==> src/rtl/obi2axi_if.sv <==
// obi2axi_if: OBI core port plus single-beat AXI4 master channels; slave = bridge view, master = core/fabric view
interface obi2axi_if #(
  parameter int ADDR_WIDTH = 32,
  parameter int DATA_WIDTH = 32,
  parameter int ID_WIDTH   = 2
);
  logic                    req_i;
  logic                    gnt_o;
  logic [ADDR_WIDTH-1:0]   addr_i;
  logic                    we_i;
  logic [DATA_WIDTH/8-1:0] be_i;
  logic [DATA_WIDTH-1:0]   wdata_i;
  logic                    rvalid_o;
  logic [DATA_WIDTH-1:0]   rdata_o;
  logic                    err_o;
  logic                    aw_valid_o;
  logic                    aw_ready_i;
  logic [ADDR_WIDTH-1:0]   aw_addr_o;
  logic [ID_WIDTH-1:0]     aw_id_o;
  logic                    w_valid_o;
  logic                    w_ready_i;
  logic [DATA_WIDTH-1:0]   w_data_o;
  logic [DATA_WIDTH/8-1:0] w_strb_o;
  logic                    w_last_o;
  logic                    b_valid_i;
  logic                    b_ready_o;
  logic [1:0]              b_resp_i;
  logic                    ar_valid_o;
  logic                    ar_ready_i;
  logic [ADDR_WIDTH-1:0]   ar_addr_o;
  logic [ID_WIDTH-1:0]     ar_id_o;
  logic                    r_valid_i;
  logic                    r_ready_o;
  logic [DATA_WIDTH-1:0]   r_data_i;
  logic [1:0]              r_resp_i;
  modport slave (
    input  req_i, addr_i, we_i, be_i, wdata_i, aw_ready_i, w_ready_i, b_valid_i, b_resp_i,
           ar_ready_i, r_valid_i, r_data_i, r_resp_i,
    output gnt_o, rvalid_o, rdata_o, err_o, aw_valid_o, aw_addr_o, aw_id_o, w_valid_o, w_data_o,
           w_strb_o, w_last_o, b_ready_o, ar_valid_o, ar_addr_o, ar_id_o, r_ready_o
  );
  modport master (
    output req_i, addr_i, we_i, be_i, wdata_i, aw_ready_i, w_ready_i, b_valid_i, b_resp_i,
           ar_ready_i, r_valid_i, r_data_i, r_resp_i,
    input  gnt_o, rvalid_o, rdata_o, err_o, aw_valid_o, aw_addr_o, aw_id_o, w_valid_o, w_data_o,
           w_strb_o, w_last_o, b_ready_o, ar_valid_o, ar_addr_o, ar_id_o, r_ready_o
  );
endinterface

==> src/rtl/obi2axi_bridge.sv <==
// obi2axi_bridge: OBI (req/gnt/rvalid) to single-beat AXI4 with in-order completions; ports clk_i, rst_i, bus (obi2axi_if.slave)
module obi2axi_bridge #(
  parameter int                  ADDR_WIDTH      = 32,
  parameter int                  DATA_WIDTH      = 32,
  parameter int                  ID_WIDTH        = 2,
  parameter logic [ID_WIDTH-1:0] AXI_ID          = '0,
  parameter int                  MAX_OUTSTANDING = 4
) (
  input logic       clk_i,
  input logic       rst_i,
  obi2axi_if.slave  bus
);
  localparam int CW = $clog2(MAX_OUTSTANDING + 1);
  localparam int PW = MAX_OUTSTANDING > 1 ? $clog2(MAX_OUTSTANDING) : 1;
  localparam int BW = DATA_WIDTH / 8;
  logic                       iss_v_q, iss_v_d, iss_we_q, iss_we_d, aw_done_q, aw_done_d, w_done_q, w_done_d;
  logic [ADDR_WIDTH-1:0]      iss_addr_q, iss_addr_d;
  logic [BW-1:0]              iss_be_q, iss_be_d;
  logic [DATA_WIDTH-1:0]      iss_wdata_q, iss_wdata_d;
  logic [MAX_OUTSTANDING-1:0] ord_q, ord_d;
  logic [PW-1:0]              wp_q, wp_d, rp_q, rp_d;
  logic [CW-1:0]              cnt_q, cnt_d;
  logic                       r_hold_v_q, r_hold_v_d, r_hold_err_q, r_hold_err_d;
  logic                       b_hold_v_q, b_hold_v_d, b_hold_err_q, b_hold_err_d;
  logic [DATA_WIDTH-1:0]      r_hold_data_q, r_hold_data_d, rdata_q, rdata_d;
  logic                       rvalid_q, rvalid_d, err_q, err_d;
  logic                       grant, aw_v, w_v, ar_v, aw_hs, w_hs, ar_hs, r_hs, b_hs, iss_done, pop_r, pop_b, head;
  logic                       unused_ok;
  function automatic logic [PW-1:0] nxt(input logic [PW-1:0] p);
    return (p == PW'(MAX_OUTSTANDING - 1)) ? '0 : p + 1'b1;
  endfunction
  always_comb begin
    grant         = bus.req_i & !iss_v_q & (cnt_q < CW'(MAX_OUTSTANDING));
    ar_v          = iss_v_q & !iss_we_q;
    aw_v          = iss_v_q & iss_we_q & !aw_done_q;
    w_v           = iss_v_q & iss_we_q & !w_done_q;
    ar_hs         = ar_v & bus.ar_ready_i;
    aw_hs         = aw_v & bus.aw_ready_i;
    w_hs          = w_v & bus.w_ready_i;
    r_hs          = bus.r_valid_i & !r_hold_v_q;
    b_hs          = bus.b_valid_i & !b_hold_v_q;
    iss_done      = iss_we_q ? (aw_done_q | aw_hs) & (w_done_q | w_hs) : ar_hs;
    iss_v_d       = grant | (iss_v_q & !iss_done);
    iss_we_d      = grant ? bus.we_i : iss_we_q;
    iss_addr_d    = grant ? bus.addr_i : iss_addr_q;
    iss_be_d      = grant ? bus.be_i : iss_be_q;
    iss_wdata_d   = grant ? bus.wdata_i : iss_wdata_q;
    aw_done_d     = iss_v_q & !iss_done & (aw_done_q | aw_hs);
    w_done_d      = iss_v_q & !iss_done & (w_done_q | w_hs);
    ord_d         = ord_q;
    if (grant) ord_d[wp_q] = bus.we_i;
    head          = ord_q[rp_q];
    pop_r         = (cnt_q != '0) & !head & (r_hold_v_q | r_hs);
    pop_b         = (cnt_q != '0) & head & (b_hold_v_q | b_hs);
    r_hold_v_d    = (r_hold_v_q | r_hs) & !pop_r;
    b_hold_v_d    = (b_hold_v_q | b_hs) & !pop_b;
    r_hold_data_d = r_hs ? bus.r_data_i : r_hold_data_q;
    r_hold_err_d  = r_hs ? bus.r_resp_i[1] : r_hold_err_q;
    b_hold_err_d  = b_hs ? bus.b_resp_i[1] : b_hold_err_q;
    rvalid_d      = pop_r | pop_b;
    rdata_d       = pop_b ? '0 : pop_r ? (r_hold_v_q ? r_hold_data_q : bus.r_data_i) : rdata_q;
    err_d         = pop_b ? (b_hold_v_q ? b_hold_err_q : bus.b_resp_i[1]) :
                    pop_r ? (r_hold_v_q ? r_hold_err_q : bus.r_resp_i[1]) : err_q;
    cnt_d         = cnt_q + CW'(grant) - CW'(rvalid_d);
    wp_d          = grant ? nxt(wp_q) : wp_q;
    rp_d          = rvalid_d ? nxt(rp_q) : rp_q;
  end
  always_ff @(posedge clk_i) begin
    if (rst_i) begin
      iss_v_q       <= 1'b0;
      iss_we_q      <= 1'b0;
      iss_addr_q    <= '0;
      iss_be_q      <= '0;
      iss_wdata_q   <= '0;
      aw_done_q     <= 1'b0;
      w_done_q      <= 1'b0;
      ord_q         <= '0;
      wp_q          <= '0;
      rp_q          <= '0;
      cnt_q         <= '0;
      r_hold_v_q    <= 1'b0;
      r_hold_data_q <= '0;
      r_hold_err_q  <= 1'b0;
      b_hold_v_q    <= 1'b0;
      b_hold_err_q  <= 1'b0;
      rvalid_q      <= 1'b0;
      rdata_q       <= '0;
      err_q         <= 1'b0;
    end else begin
      iss_v_q       <= iss_v_d;
      iss_we_q      <= iss_we_d;
      iss_addr_q    <= iss_addr_d;
      iss_be_q      <= iss_be_d;
      iss_wdata_q   <= iss_wdata_d;
      aw_done_q     <= aw_done_d;
      w_done_q      <= w_done_d;
      ord_q         <= ord_d;
      wp_q          <= wp_d;
      rp_q          <= rp_d;
      cnt_q         <= cnt_d;
      r_hold_v_q    <= r_hold_v_d;
      r_hold_data_q <= r_hold_data_d;
      r_hold_err_q  <= r_hold_err_d;
      b_hold_v_q    <= b_hold_v_d;
      b_hold_err_q  <= b_hold_err_d;
      rvalid_q      <= rvalid_d;
      rdata_q       <= rdata_d;
      err_q         <= err_d;
    end
  end
  assign bus.gnt_o      = grant;
  assign bus.ar_valid_o = ar_v;
  assign bus.ar_addr_o  = iss_addr_q;
  assign bus.ar_id_o    = AXI_ID;
  assign bus.aw_valid_o = aw_v;
  assign bus.aw_addr_o  = iss_addr_q;
  assign bus.aw_id_o    = AXI_ID;
  assign bus.w_valid_o  = w_v;
  assign bus.w_data_o   = iss_wdata_q;
  assign bus.w_strb_o   = iss_be_q;
  assign bus.w_last_o   = 1'b1;
  assign bus.r_ready_o  = !r_hold_v_q;
  assign bus.b_ready_o  = !b_hold_v_q;
  assign bus.rvalid_o   = rvalid_q;
  assign bus.rdata_o    = rdata_q;
  assign bus.err_o      = err_q;
  assign unused_ok      = bus.r_resp_i[0] ^ bus.b_resp_i[0];
endmodule
==> src/flat_wrapper.sv <==
// flat-port wrapper written by rule: the top's interface ports become plain ports
module obi2axi_bridge_flat 
#(
  parameter int                  ADDR_WIDTH      = 32,
  parameter int                  DATA_WIDTH      = 32,
  parameter int                  ID_WIDTH        = 2,
  parameter logic [ID_WIDTH-1:0] AXI_ID          = '0,
  parameter int                  MAX_OUTSTANDING = 4
)
  (clk_i, rst_i, bus_req_i, bus_addr_i, bus_we_i, bus_be_i, bus_wdata_i, bus_aw_ready_i, bus_w_ready_i, bus_b_valid_i, bus_b_resp_i, bus_ar_ready_i, bus_r_valid_i, bus_r_data_i, bus_r_resp_i, bus_gnt_o, bus_rvalid_o, bus_rdata_o, bus_err_o, bus_aw_valid_o, bus_aw_addr_o, bus_aw_id_o, bus_w_valid_o, bus_w_data_o, bus_w_strb_o, bus_w_last_o, bus_b_ready_o, bus_ar_valid_o, bus_ar_addr_o, bus_ar_id_o, bus_r_ready_o);
  obi2axi_if #(.ADDR_WIDTH(ADDR_WIDTH), .DATA_WIDTH(DATA_WIDTH), .ID_WIDTH(ID_WIDTH)) bus_i ();
  input logic clk_i;
  input logic rst_i;
  input wire logic [$bits(bus_i.req_i)-1:0] bus_req_i;
  input wire logic [$bits(bus_i.addr_i)-1:0] bus_addr_i;
  input wire logic [$bits(bus_i.we_i)-1:0] bus_we_i;
  input wire logic [$bits(bus_i.be_i)-1:0] bus_be_i;
  input wire logic [$bits(bus_i.wdata_i)-1:0] bus_wdata_i;
  input wire logic [$bits(bus_i.aw_ready_i)-1:0] bus_aw_ready_i;
  input wire logic [$bits(bus_i.w_ready_i)-1:0] bus_w_ready_i;
  input wire logic [$bits(bus_i.b_valid_i)-1:0] bus_b_valid_i;
  input wire logic [$bits(bus_i.b_resp_i)-1:0] bus_b_resp_i;
  input wire logic [$bits(bus_i.ar_ready_i)-1:0] bus_ar_ready_i;
  input wire logic [$bits(bus_i.r_valid_i)-1:0] bus_r_valid_i;
  input wire logic [$bits(bus_i.r_data_i)-1:0] bus_r_data_i;
  input wire logic [$bits(bus_i.r_resp_i)-1:0] bus_r_resp_i;
  output wire logic [$bits(bus_i.gnt_o)-1:0] bus_gnt_o;
  output wire logic [$bits(bus_i.rvalid_o)-1:0] bus_rvalid_o;
  output wire logic [$bits(bus_i.rdata_o)-1:0] bus_rdata_o;
  output wire logic [$bits(bus_i.err_o)-1:0] bus_err_o;
  output wire logic [$bits(bus_i.aw_valid_o)-1:0] bus_aw_valid_o;
  output wire logic [$bits(bus_i.aw_addr_o)-1:0] bus_aw_addr_o;
  output wire logic [$bits(bus_i.aw_id_o)-1:0] bus_aw_id_o;
  output wire logic [$bits(bus_i.w_valid_o)-1:0] bus_w_valid_o;
  output wire logic [$bits(bus_i.w_data_o)-1:0] bus_w_data_o;
  output wire logic [$bits(bus_i.w_strb_o)-1:0] bus_w_strb_o;
  output wire logic [$bits(bus_i.w_last_o)-1:0] bus_w_last_o;
  output wire logic [$bits(bus_i.b_ready_o)-1:0] bus_b_ready_o;
  output wire logic [$bits(bus_i.ar_valid_o)-1:0] bus_ar_valid_o;
  output wire logic [$bits(bus_i.ar_addr_o)-1:0] bus_ar_addr_o;
  output wire logic [$bits(bus_i.ar_id_o)-1:0] bus_ar_id_o;
  output wire logic [$bits(bus_i.r_ready_o)-1:0] bus_r_ready_o;
  assign bus_i.req_i = bus_req_i;
  assign bus_i.addr_i = bus_addr_i;
  assign bus_i.we_i = bus_we_i;
  assign bus_i.be_i = bus_be_i;
  assign bus_i.wdata_i = bus_wdata_i;
  assign bus_i.aw_ready_i = bus_aw_ready_i;
  assign bus_i.w_ready_i = bus_w_ready_i;
  assign bus_i.b_valid_i = bus_b_valid_i;
  assign bus_i.b_resp_i = bus_b_resp_i;
  assign bus_i.ar_ready_i = bus_ar_ready_i;
  assign bus_i.r_valid_i = bus_r_valid_i;
  assign bus_i.r_data_i = bus_r_data_i;
  assign bus_i.r_resp_i = bus_r_resp_i;
  assign bus_gnt_o = bus_i.gnt_o;
  assign bus_rvalid_o = bus_i.rvalid_o;
  assign bus_rdata_o = bus_i.rdata_o;
  assign bus_err_o = bus_i.err_o;
  assign bus_aw_valid_o = bus_i.aw_valid_o;
  assign bus_aw_addr_o = bus_i.aw_addr_o;
  assign bus_aw_id_o = bus_i.aw_id_o;
  assign bus_w_valid_o = bus_i.w_valid_o;
  assign bus_w_data_o = bus_i.w_data_o;
  assign bus_w_strb_o = bus_i.w_strb_o;
  assign bus_w_last_o = bus_i.w_last_o;
  assign bus_b_ready_o = bus_i.b_ready_o;
  assign bus_ar_valid_o = bus_i.ar_valid_o;
  assign bus_ar_addr_o = bus_i.ar_addr_o;
  assign bus_ar_id_o = bus_i.ar_id_o;
  assign bus_r_ready_o = bus_i.r_ready_o;
  obi2axi_bridge #(.ADDR_WIDTH(ADDR_WIDTH), .DATA_WIDTH(DATA_WIDTH), .ID_WIDTH(ID_WIDTH), .AXI_ID(AXI_ID), .MAX_OUTSTANDING(MAX_OUTSTANDING)) u_core (.clk_i(clk_i), .rst_i(rst_i), .bus(bus_i));
endmodule
==> config.mk <==
export PLATFORM = sky130hd
export DESIGN_NAME = obi2axi_bridge_flat
export DESIGN_NICKNAME = d
export VERILOG_FILES = /design/src/rtl/obi2axi_if.sv /design/src/rtl/obi2axi_bridge.sv /design/src/flat_wrapper.sv
export SDC_FILE = /design/constraint.sdc
export NUM_CORES = 1
export LEC_CHECK = 0
export ABC_AREA = 1
export BUFFER_PORTS_ARGS = -buffer_cell sky130_fd_sc_hd__buf_2
export CELL_PAD_IN_SITES_DETAIL_PLACEMENT = 0
export CELL_PAD_IN_SITES_GLOBAL_PLACEMENT = 2
export CORE_ASPECT_RATIO = 1.2
export CORE_UTILIZATION = 25
export DETAILED_ROUTE_END_ITERATION = 10
export PLACE_DENSITY = 0.79
export REMOVE_ABC_BUFFERS = 1
export SYNTH_ARGS = -nofsm -noshare
export SYNTH_HDL_FRONTEND = slang
export SYNTH_SLANG_ARGS = --single-unit
==> constraint.sdc <==
create_clock -name clk_i -period 3.2 [get_ports clk_i]
set_clock_uncertainty 0.15 [all_clocks]
set_input_delay 0.64 -clock clk_i [delete_from_list [all_inputs] [get_ports clk_i]]
set_output_delay 0.64 -clock clk_i [all_outputs]
set_load 0.02 [all_outputs]
==> impl_metrics.tcl, run 1 <==
set metrics [dict create \
    drt-vias-per-instance 4.20 \
    pin_count 258 \
    antenna_found_initial 1 \
    dieHeight_microns 176 \
    path_clk_slew_ps 70 \
    p_leak_nw 3.89 \
    instances_no_fill 1392 \
    antenna_left 0 \
    ys_warn_count 0 \
    status "finished, final reports clean" \
    whs_ps 300 \
    setup-violations-final 0 \
    final_util 0.330 \
    drive_gt1_frac 0.294 \
    timing.setup.tns_ps 0 \
    syn_inst 861 \
    die_w_microns 147 \
    synth_compound_gate_area_share 0.130 \
    power_w 0.00668 \
    fmax_ghz 0.402 \
    gr-total-overflow 0 \
    grt_max_degree 78 \
    synth_area_leader_cell "dfxtp_1" \
    ys_ff_latch 153 \
    grt_pass1_wl_microns 29300 \
    synthAdderAreaFrac 0.0171 \
    period_minus_slack_ps 2490 \
    port-buffer-count 250 \
    yosysTopAreaCellShare 0.485 \
    synth-edff-count 0 \
    worst_setup_path_end_kind "flip-flop" \
    hold_violations 0 \
    r2r-start "u_core.cnt_q[1]" \
    root_buffer "clkbuf_16" \
    worst_pin_slew_ps 1100 \
    required_ps 3360 \
    nNetsFinal 1175 \
    wl_microns 18500 \
    clk-insertion-delay-late_ps 430 \
    synthArstFlopShare 0 \
    synth_area_leaders "dfxtp_1 49%, nand2_1 23%, a21oi_1 11%" \
    h-tree-depth 4 \
    antenna_cells 0 \
    r2r.worst_path.cells 12 \
    syn_area_sq_um 6310 \
    syn_area_per_cell_sq_um 7.33 \
    cts_tree "yes" \
    gp_congestion 0.718 \
    period_share 0.777 \
    cts_buffer_depth 2 \
    hpwl_microns 12100 \
    synth_common_cells "383 x nand2_1, 153 x dfxtp_1, 133 x a21oi_1" \
    maxCapViolCount 0 \
    synth-simple-area-share 0.264 \
    cts_hold_buf 0 \
    crit_type "reg2reg" \
    p_per_area_nw_per_um2 817 \
    peakVddDrop_uv 336 \
    initial_core_util 0.255 \
    arrival_ps 2650 \
    slew_headroom 0.265 \
    synth_mux_area_frac 0 \
    syn_to_final_growth_pct 29.6 \
    synth_xor_xnor_area_share 0.00139 \
    dr_total_vias 5845 \
    core_area_sq_um 24800 \
    cts-resized-gates 0 \
    ys_seq_area_frac 0.485 \
    grt_pass1_vias 5555 \
    wl_per_cell_microns 13.3 \
    cp-startpoint "u_core.cnt_q[1]" \
    track_usage 0.145 \
    place_inst 1360 \
    holdCritPathClass "in2reg" \
    r2r_slack_ps 710 \
    cts_sinks 153 \
    synth.distinct_cells 30 \
    cp-start-kind "flip-flop" \
    setup.worst_path.end "u_core.cnt_q[2]" \
    drc 0 \
    r2r-end "u_core.cnt_q[2]" \
    numCtsBuffers 17 \
    slew_viol_final 0 \
    crit_fanout 6 \
    synth_top_family_by_area "simple AND/OR/NAND/NOR gates" \
    drt_iter0_drc 242 \
    cts_setup_buffers 0 \
    drt_first_pass_iters 6 \
    die_area_sq_um 25900 \
    post-synth-top-count-cell "nand2_1" \
    rsz0062_at_grt "no" \
    ys.flop_type "dfxtp_1" \
    rows 63 \
]
layout by cell type (no fill, tap or decap), types with 3 or more instances in the layout:
master,count
ha_1,7
clkbuf_16,17
nand3_2,3
conb_1,5
a21oi_1,133
dfxtp_1,153
o21ai_0,10
a21oi_2,10
nand2_1,383
nand3_1,7
nand2_2,3
buf_2,249
buf_4,10
nor2_1,16
inv_1,27
bufinv_16,5
or2_2,3
clkbuf_1,3
clkinvlp_4,3
inv_2,3
kinds of logic (layout without fill, tap and decap cells):
group           after synthesis  in the layout
buf+inv                     120            323
fa+ha+maj                     8              8
xor+xnor                      1              1
other cells                   2              5
flops                       153            153
compound gates              155            155
simple gates                422            422
area by class of cell:
class / count / area, sq um
fillers: 2735 / 16600
clock buffers: 21 / 450
repair buffers: 259 / 1320
clock inverters: 11 / 195
flip-flops and latches: 153 / 3060
inverters: 32 / 121
multi-input cells: 591 / 2620
well taps: 325 / 407
report_power, final:
part / internal, W / switching [W] / leakage [nW]
registers: 0.00222 / 0.000179 / 1.25
logic: 0.000630 / 0.00140 / 2.33
clock network: 0.00141 / 0.000840 / 0.303
per-layer routing:
metal / up-vias / track usage / routed length (microns)
met5: - / 0 / 0
met4: 0 / 0.0485 / 249
met3: 14 / 0.0512 / 1490
met2: 226 / 0.245 / 8840
met1: 2558 / 0.170 / 7960
li1: 3047 / - / -
state kept, by name, indices dropped and copies added, names as in the netlist:
| register | flops |
|---|---|
| u_core.bus.err_o | 1 |
| u_core.b_hold_err_q | 1 |
| u_core.ord_q | 4 |
| u_core.r_hold_v_q | 1 |
| u_core.bus.w_data_o | 32 |
| u_core.b_hold_v_q | 1 |
| u_core.r_hold_err_q | 1 |
| u_core.aw_done_q | 1 |
| u_core.iss_we_q | 1 |
| u_core.iss_v_q | 1 |
| u_core.w_done_q | 1 |
| u_core.bus.rdata_o | 32 |
| u_core.bus.ar_addr_o | 32 |
| u_core.rp_q | 2 |
| u_core.bus.rvalid_o | 1 |
| u_core.cnt_q | 3 |
| u_core.r_hold_data_q | 32 |
| u_core.bus.w_strb_o | 4 |
| u_core.wp_q | 2 |
how the worst min path moves through the flow:
stage               startpoint  depth (start not counted)  slack (ps)                  endpoint
6_report           bus_be_i[2]                          3         300    u_core.bus.w_strb_o[2]
2_1_floorplan  u_core.cnt_q[2]                          1         270           u_core.cnt_q[2]
3_5_place_dp   u_core.cnt_q[2]                          1         290           u_core.cnt_q[2]
5_1_grt          bus_addr_i[2]                          3         290   u_core.bus.ar_addr_o[2]
3_3_place_gp   u_core.cnt_q[2]                          1         290           u_core.cnt_q[2]
4_1_cts         bus_addr_i[30]                          3         270  u_core.bus.ar_addr_o[30]
per-stage QoR:
| stage | setup slack [ps] | area, sq um |
|---|---|---|
| after floorplan | -516 | 5800 |
| after global placement | 291 | 7530 |
| after detailed placement | 281 | 7530 |
| after CTS | 684 | 8180 |
| after global routing | 518 | 8180 |
| final | 714 | 8180 |
worst max-delay path, cell delays in order (launching register included):
cell and delay (ps):
dfxtp_1 390, nor2_1 80, nand2_2 150, nand4_2 200, nand2_1 160, ha_1 240
inv_1 50, ha_1 130, inv_1 50, fa_1 400, xor2_1 160, o21ai_0 150
a21oi_1 50
Note: power is estimated with default switching activity, not from simulation.
==> inputs of run 2 (changes only) <==
--- a/config.mk
+++ b/config.mk
@@ -5,14 +5,14 @@
 export SDC_FILE = /design/constraint.sdc
 export NUM_CORES = 1
 export LEC_CHECK = 0
-export ABC_AREA = 1
+export ABC_AREA = 0
 export BUFFER_PORTS_ARGS = -buffer_cell sky130_fd_sc_hd__buf_2
 export CELL_PAD_IN_SITES_DETAIL_PLACEMENT = 0
 export CELL_PAD_IN_SITES_GLOBAL_PLACEMENT = 2
 export CORE_ASPECT_RATIO = 1.2
-export CORE_UTILIZATION = 25
+export CORE_UTILIZATION = 24
 export DETAILED_ROUTE_END_ITERATION = 10
-export PLACE_DENSITY = 0.79
+export PLACE_DENSITY = 0.78
 export REMOVE_ABC_BUFFERS = 1
 export SYNTH_ARGS = -nofsm -noshare
 export SYNTH_HDL_FRONTEND = slang
==> constraint.sdc (replaced) <==
create_clock -name clk_i -period 2.2 [get_ports clk_i]
set_clock_uncertainty 0.15 [all_clocks]
set_input_delay 0.44 -clock clk_i [delete_from_list [all_inputs] [get_ports clk_i]]
set_output_delay 0.44 -clock clk_i [all_outputs]
set_load 0.02 [all_outputs]
==> run 2 against run 1 <==
Effect of this change:
- the flow now finishes with violations (negative setup slack)
- worst hold slack got worse by 200 ps
- synthesized cell count decreased by 15%
- setup slack got worse by 1200 ps
- largest cell class unchanged
- cell count decreased by 7.8%
- register-to-register slack got worse by 1200 ps
- clock-buffer cell count decreased by 1
- synthesized area decreased by 3.4%
- sequential power increased by 48%
==> impl_metrics.tcl, run 2 <==
set metrics [dict create \
    status "complete, but fails checks" \
    violations "negative setup slack" \
    timing.setup.tns_ps -821 \
    drc 0 \
    gp_congestion 0.726 \
    h-tree-depth 4 \
    track_usage 0.139 \
    syn_area_sq_um 6090 \
    synth_area_leaders "dfxtp_1 50%, nand2_1 13%, a21oi_1 9.1%" \
    mostFrequentLayoutCells "248 x buf_2, 216 x nand2_1, 151 x dfxtp_1, 111 x a21oi_1, 43 x nor2_1" \
    power.internal_w 0.00650 \
    antenna_left 0 \
    crit_type "reg2reg" \
    design_area_sq_um 8340 \
    port-buffer-count 250 \
    rows 63 \
    ys_seq_area_frac 0.503 \
    ys_warn_count 0 \
    numCtsBuffers 17 \
    hpwl_microns 11400 \
    r2r.worst_path.cells 11 \
    cpMostUsedCell "ha_4" \
    pwr-share-comb 0.337 \
    drive_gt1_frac 0.343 \
    nNetsFinal 1067 \
    ys_ff_latch 153 \
    crit_fanout 2 \
    grt_max_degree 65 \
    die_w_microns 147 \
    cp-start-kind "flip-flop" \
    synth_common_cells "216 x nand2_1, 153 x dfxtp_1, 111 x a21oi_1" \
    antenna_found_initial 2 \
    swShare 0.357 \
    syn_inst 732 \
    period_minus_slack_ps 2690 \
    root_buffer "clkbuf_16" \
    dieHeight_microns 177 \
    grt_pass1_wl_microns 27900 \
    maxCapViolCount 0 \
    fmax_ghz 0.372 \
    slew_viol_final 0 \
    clock_power_share 0.311 \
    drt-vias-per-instance 4.33 \
    worst_path_max_delay_cell "mux4_2" \
    pin_count 258 \
    power.switching_w 0.00360 \
    cp-startpoint "u_core.rp_q[0]" \
    core_area_sq_um 24800 \
    clk-insertion-delay-late_ps 420 \
    setup.worst_path.end "u_core.cnt_q[2]" \
    syn_to_final_growth_pct 36.9 \
    antenna_cells 0 \
    layout_commonest_cell "buf_2" \
    holdCritPathClass "in2reg" \
    crit_path_cell_trace "mux4_2 -> mux2_4 -> nor2_4 -> ha_4 -> inv_4 -> ha_4 -> inv_2 -> fa_2 -> xor2_1 -> xnor2_1 -> nor2_1" \
    die_area_sq_um 26000 \
    drt_first_pass_iters 6 \
    final_util 0.336 \
    period_share 1.22 \
    synth_area_leader_cell "dfxtp_1" \
    synth-edff-count 0 \
    p_per_area_nw_per_um2 1210 \
    initial_core_util 0.245 \
    post-synth-top-count-cell "nand2_1" \
    finalWorstSetupSlack_ps -487 \
    peakVddDrop_uv 468 \
    syn_area_per_cell_sq_um 8.32 \
    wl_microns 18400 \
    synthArstFlopShare 0 \
    worst_setup_path_end_kind "flip-flop" \
    hold_violations 0 \
    grt_pass1_vias 5212 \
    p_seq_frac 0.352 \
    cts_hold_buf 0 \
    ys.flop_type "dfxtp_1" \
    required_ps 2350 \
    drt_iter0_drc 150 \
    placed_area_sq_um 7530 \
    synth.distinct_cells 36 \
    r2r_slack_ps -490 \
    path_clk_slew_ps 70 \
    cts_buffer_depth 2 \
    cts_sinks 153 \
    arrival_ps 2840 \
    gr-total-overflow 0 \
    dr_total_vias 5555 \
    cp_slowest_stage_delay_ps 540 \
    rsz0062_at_grt "yes" \
    cts_tree "yes" \
    wl_per_cell_microns 14.3 \
    p_leak_nw 3.74 \
    r2r-start "u_core.rp_q[0]" \
    r2r-end "u_core.cnt_q[2]" \
    setup-violations-final 2 \
    yosysTopAreaCellShare 0.503 \
]
[run 2: cell type report]
class,instances,area [sq um]
fillers,2650,16500
repair buffers,280,1650
multi-input cells,487,2550
clock inverters,12,163
inverters,7,33.8
clock buffers,20,467
well taps,325,407
flip-flops and latches,153,3070
[run 2: timing repair]
item | CTS | global route
pin swaps | 5 | 7
buffers inserted | 1 | 2
cloned | 2 | 2
gates resized for setup | 11 | 9
endpoints found under the setup margin | 5 | 8
hold endpoints to repair | 0 | 0
[run 2: power groups by stage]
stage / Combinational, W / Clock [W] / Sequential, W
after global routing: 0.00373 / 0.00339 / 0.00363
after global placement: 0.00312 / 0 / 0.00360
final: 0.00340 / 0.00314 / 0.00355
after CTS: 0.00327 / 0.00328 / 0.00356
after floorplan: 0.00129 / 0 / 0.00423
after detailed placement: 0.00312 / 0 / 0.00361
[run 2: critical path: cells and delay by family (launching register included)]
kind | cells | cell delay, ps
and+or+nand+nor | 2 | 160
buffers and inverters | 2 | 80
DFF | 1 | 340
muxes | 2 | 880
xor gates and xnor gates | 2 | 290
adders and majority gates | 3 | 670
[run 2: cell families after synthesis]
group	share of synthesized area
buffers and inverters	0.0871
and+or+nand+nor	0.182
DFF	0.503
muxes	0.0622
xor gates and xnor gates	0.00288
AOI/OAI and AO/OA	0.144
other	0.00123
adders and majority gates	0.0177
[run 2: metal layers]
metal / global-route usage / wire length [microns] / vias to the layer above
li1: - / - / 2819
met1: 0.166 / 8090 / 2520
met2: 0.229 / 8680 / 196
met3: 0.0537 / 1410 / 16
met4: 0.0425 / 146 / 4
met5: 0 / 27 / -
[run 2: worst min-delay path by stage]
| stage | startpoint | end | slack, ps | depth (start not counted) |
|---|---|---|---|---|
| finish | bus_wdata_i[20] | u_core.bus.w_data_o[20] | 100 | 3 |
| global route | bus_wdata_i[28] | u_core.bus.w_data_o[28] | 80 | 3 |
| CTS | bus_wdata_i[8] | u_core.bus.w_data_o[8] | 70 | 3 |
| detailed placement | u_core.bus.w_data_o[5] | u_core.bus.w_data_o[5] | 290 | 2 |
| global placement | u_core.bus.w_data_o[12] | u_core.bus.w_data_o[12] | 290 | 2 |
| floorplan | u_core.ord_q[2] | u_core.ord_q[2] | 280 | 2 |
[run 2: per-stage QoR]
stage | hold slack, ps | std cells | total power [W] | worst slack (ps)
4_1_cts | 67.3 | 1280 | 0.0101 | -543
5_1_grt | 79.0 | 1284 | 0.0108 | -559
2_1_floorplan | 277 | 647 | 0.00552 | -1310
3_5_place_dp | 293 | 1245 | 0.00674 | -604
6_report | 97.2 | 1284 | 0.0101 | -487
3_3_place_gp | 289 | 1245 | 0.00672 | -584
==> inputs of run 3 (changes only) <==
--- a/config.mk
+++ b/config.mk
@@ -5,14 +5,14 @@
 export SDC_FILE = /design/constraint.sdc
 export NUM_CORES = 1
 export LEC_CHECK = 0
-export ABC_AREA = 0
+export ABC_AREA = 1
 export BUFFER_PORTS_ARGS = -buffer_cell sky130_fd_sc_hd__buf_2
 export CELL_PAD_IN_SITES_DETAIL_PLACEMENT = 0
-export CELL_PAD_IN_SITES_GLOBAL_PLACEMENT = 2
+export CELL_PAD_IN_SITES_GLOBAL_PLACEMENT = 1
 export CORE_ASPECT_RATIO = 1.2
-export CORE_UTILIZATION = 24
+export CORE_UTILIZATION = 30
 export DETAILED_ROUTE_END_ITERATION = 10
-export PLACE_DENSITY = 0.78
+export PLACE_DENSITY = 0.74
 export REMOVE_ABC_BUFFERS = 1
 export SYNTH_ARGS = -nofsm -noshare
 export SYNTH_HDL_FRONTEND = slang
==> run 3 against run 2 <==
Effect of this change:
- the run now ends clean
- sequential power decreased by 2%
- setup slack improved by 510 ps
- core utilization increased by 7.1 points
- via count increased by 5.5%
- clock power decreased by 8.3%
- final area decreased by 0.47%
- highest routed layer is now met4
==> impl_metrics.tcl, run 3 (synthesis results as in run 1) <==
set metrics [dict create \
    gp_congestion 0.767 \
    slew_headroom 0.522 \
    r2r_slack_ps 20 \
    crit_type "reg2reg" \
    drc 0 \
    r2r-start "u_core.rp_q[0]" \
    cts_buffer_depth 2 \
    grt_pass1_wl_microns 27900 \
    wl_microns 17200 \
    worstHoldStart "bus_wdata_i[5]" \
    die_w_microns 134 \
    post-place-ws_ps -373 \
    finalWorstSetupSlack_ps 22.4 \
    initial_core_util 0.309 \
    port-buffer-count 250 \
    crit_fanout 4 \
    die_area_sq_um 21600 \
    hpwl_microns 11600 \
    core_area_sq_um 20400 \
    worst_pin_slew_ps 717 \
    status "finished, final reports clean" \
    dieHeight_microns 161 \
    peakVddDrop_uv 616 \
    p_per_area_nw_per_um2 1170 \
    setup-violations-final 0 \
    period_minus_slack_ps 2180 \
    multi_input_area_sq_um 2670 \
    antenna_left 0 \
    placed_area_sq_um 7630 \
    arrival_ps 2340 \
    drt-vias-per-instance 4.32 \
    cp-start-kind "flip-flop" \
    cts_sinks 153 \
    root_buffer "clkbuf_16" \
    drt_first_pass_iters 4 \
    gr-total-overflow 0 \
    seq_area_sq_um 3070 \
    wl_per_cell_microns 12.7 \
    rsz0062_at_grt "yes" \
    holdCritPathClass "in2reg" \
    hold_end "u_core.bus.w_data_o[5]" \
    numCtsBuffers 17 \
    dr_total_vias 5858 \
    fmax_ghz 0.459 \
    fillers 2194 \
    r2r.worst_path.cells 14 \
    maxCapViolCount 0 \
    layout_commonest_cell "nand2_1" \
    antenna_cells 0 \
    whs_path_depth 3 \
    antenna_found_initial 0 \
    h-tree-depth 4 \
    r2r-end "u_core.cnt_q[2]" \
    rows 57 \
    nNetsFinal 1200 \
    hold_violations 0 \
    syn_to_final_growth_pct 31.6 \
    clk-insertion-delay-late_ps 420 \
    pin_count 258 \
    slew_viol_final 0 \
    path_clk_slew_ps 70 \
    track_usage 0.162 \
    period_share 0.990 \
    grt_max_degree 70 \
    drt_iter0_drc 309 \
    mostFrequentLayoutCells "380 x nand2_1, 249 x buf_2, 150 x dfxtp_1, 133 x a21oi_1, 33 x buf_4" \
    timing.setup.tns_ps 0 \
    required_ps 2360 \
    design_area_sq_um 8300 \
    cts_tree "yes" \
    drive_gt1_frac 0.324 \
    p_leak_nw 3.97 \
    grt_pass1_vias 5565 \
    worst_setup_path_end_kind "flip-flop" \
]
-- run 3: how the worst max path moves through the flow --
stage / endpoint / slack, ps / depth (start not counted) / from
2_1_floorplan: u_core.cnt_q[2] / -1240 / 12 / u_core.r_hold_v_q
3_3_place_gp: u_core.cnt_q[2] / -360 / 12 / bus_b_valid_i
3_5_place_dp: u_core.cnt_q[2] / -370 / 12 / bus_b_valid_i
4_1_cts: u_core.cnt_q[2] / 20 / 11 / u_core.b_hold_v_q
5_1_grt: u_core.cnt_q[2] / -110 / 14 / u_core.rp_q[0]
6_report: u_core.cnt_q[2] / 20 / 14 / u_core.rp_q[0]
-- run 3: critical path: stages, from the launching register on --
cell     delay (ps)
dfxtp_2         350
inv_2            50
nand2_2          50
nand3_2          90
nand2_2         120
nand3_4          80
nand2_4          80
ha_4            210
inv_4            50
ha_4            110
inv_2            30
fa_2            340
xor2_2          180
o21ai_1         130
a21oi_1          50
-- run 3: per-stage QoR --
stage,cells,hold WS [ps],util,power (W)
final,1356,108,0.407,0.00968
after global placement,1320,298,0.374,0.00669
after CTS,1353,84.3,0.404,0.00966
after detailed placement,1320,302,0.374,0.00672
after floorplan,776,272,-,0.00544
after global routing,1356,93.4,0.407,0.0103
-- run 3: area by class of cell --
type                       instances  area share
clock buffer                      18      0.0517
clock inverter                    13      0.0178
multi-input combinational        591       0.322
timing repair buffer             284       0.185
inverter                          32      0.0149
tap                              265      0.0399
sequential                       153       0.369
-- run 3: timing repair --
item | in CTS | in global routing
pin swaps | 2 | 7
hold buffers | 0 | 0
resized for setup | 5 | 12
setup buffers | 2 | 3
endpoints found under the setup margin | 1 | 2
-- run 3: power by group --
group | switching, W | internal (W) | total (W)
Sequential | 0.000256 | 0.00324 | 0.00349
Combinational | 0.00212 | 0.00118 | 0.00330
Clock | 0.00121 | 0.00167 | 0.00288
-- run 3: per-layer routing --
layer  vias to the layer above  routed length [microns]  global-route usage
li1                       3098                        -                   -
met1                      2552                     7710               0.198
met2                       194                     8110               0.270
met3                        14                     1200              0.0496
met4                         0                      204              0.0506
met5                         -                        0                   0
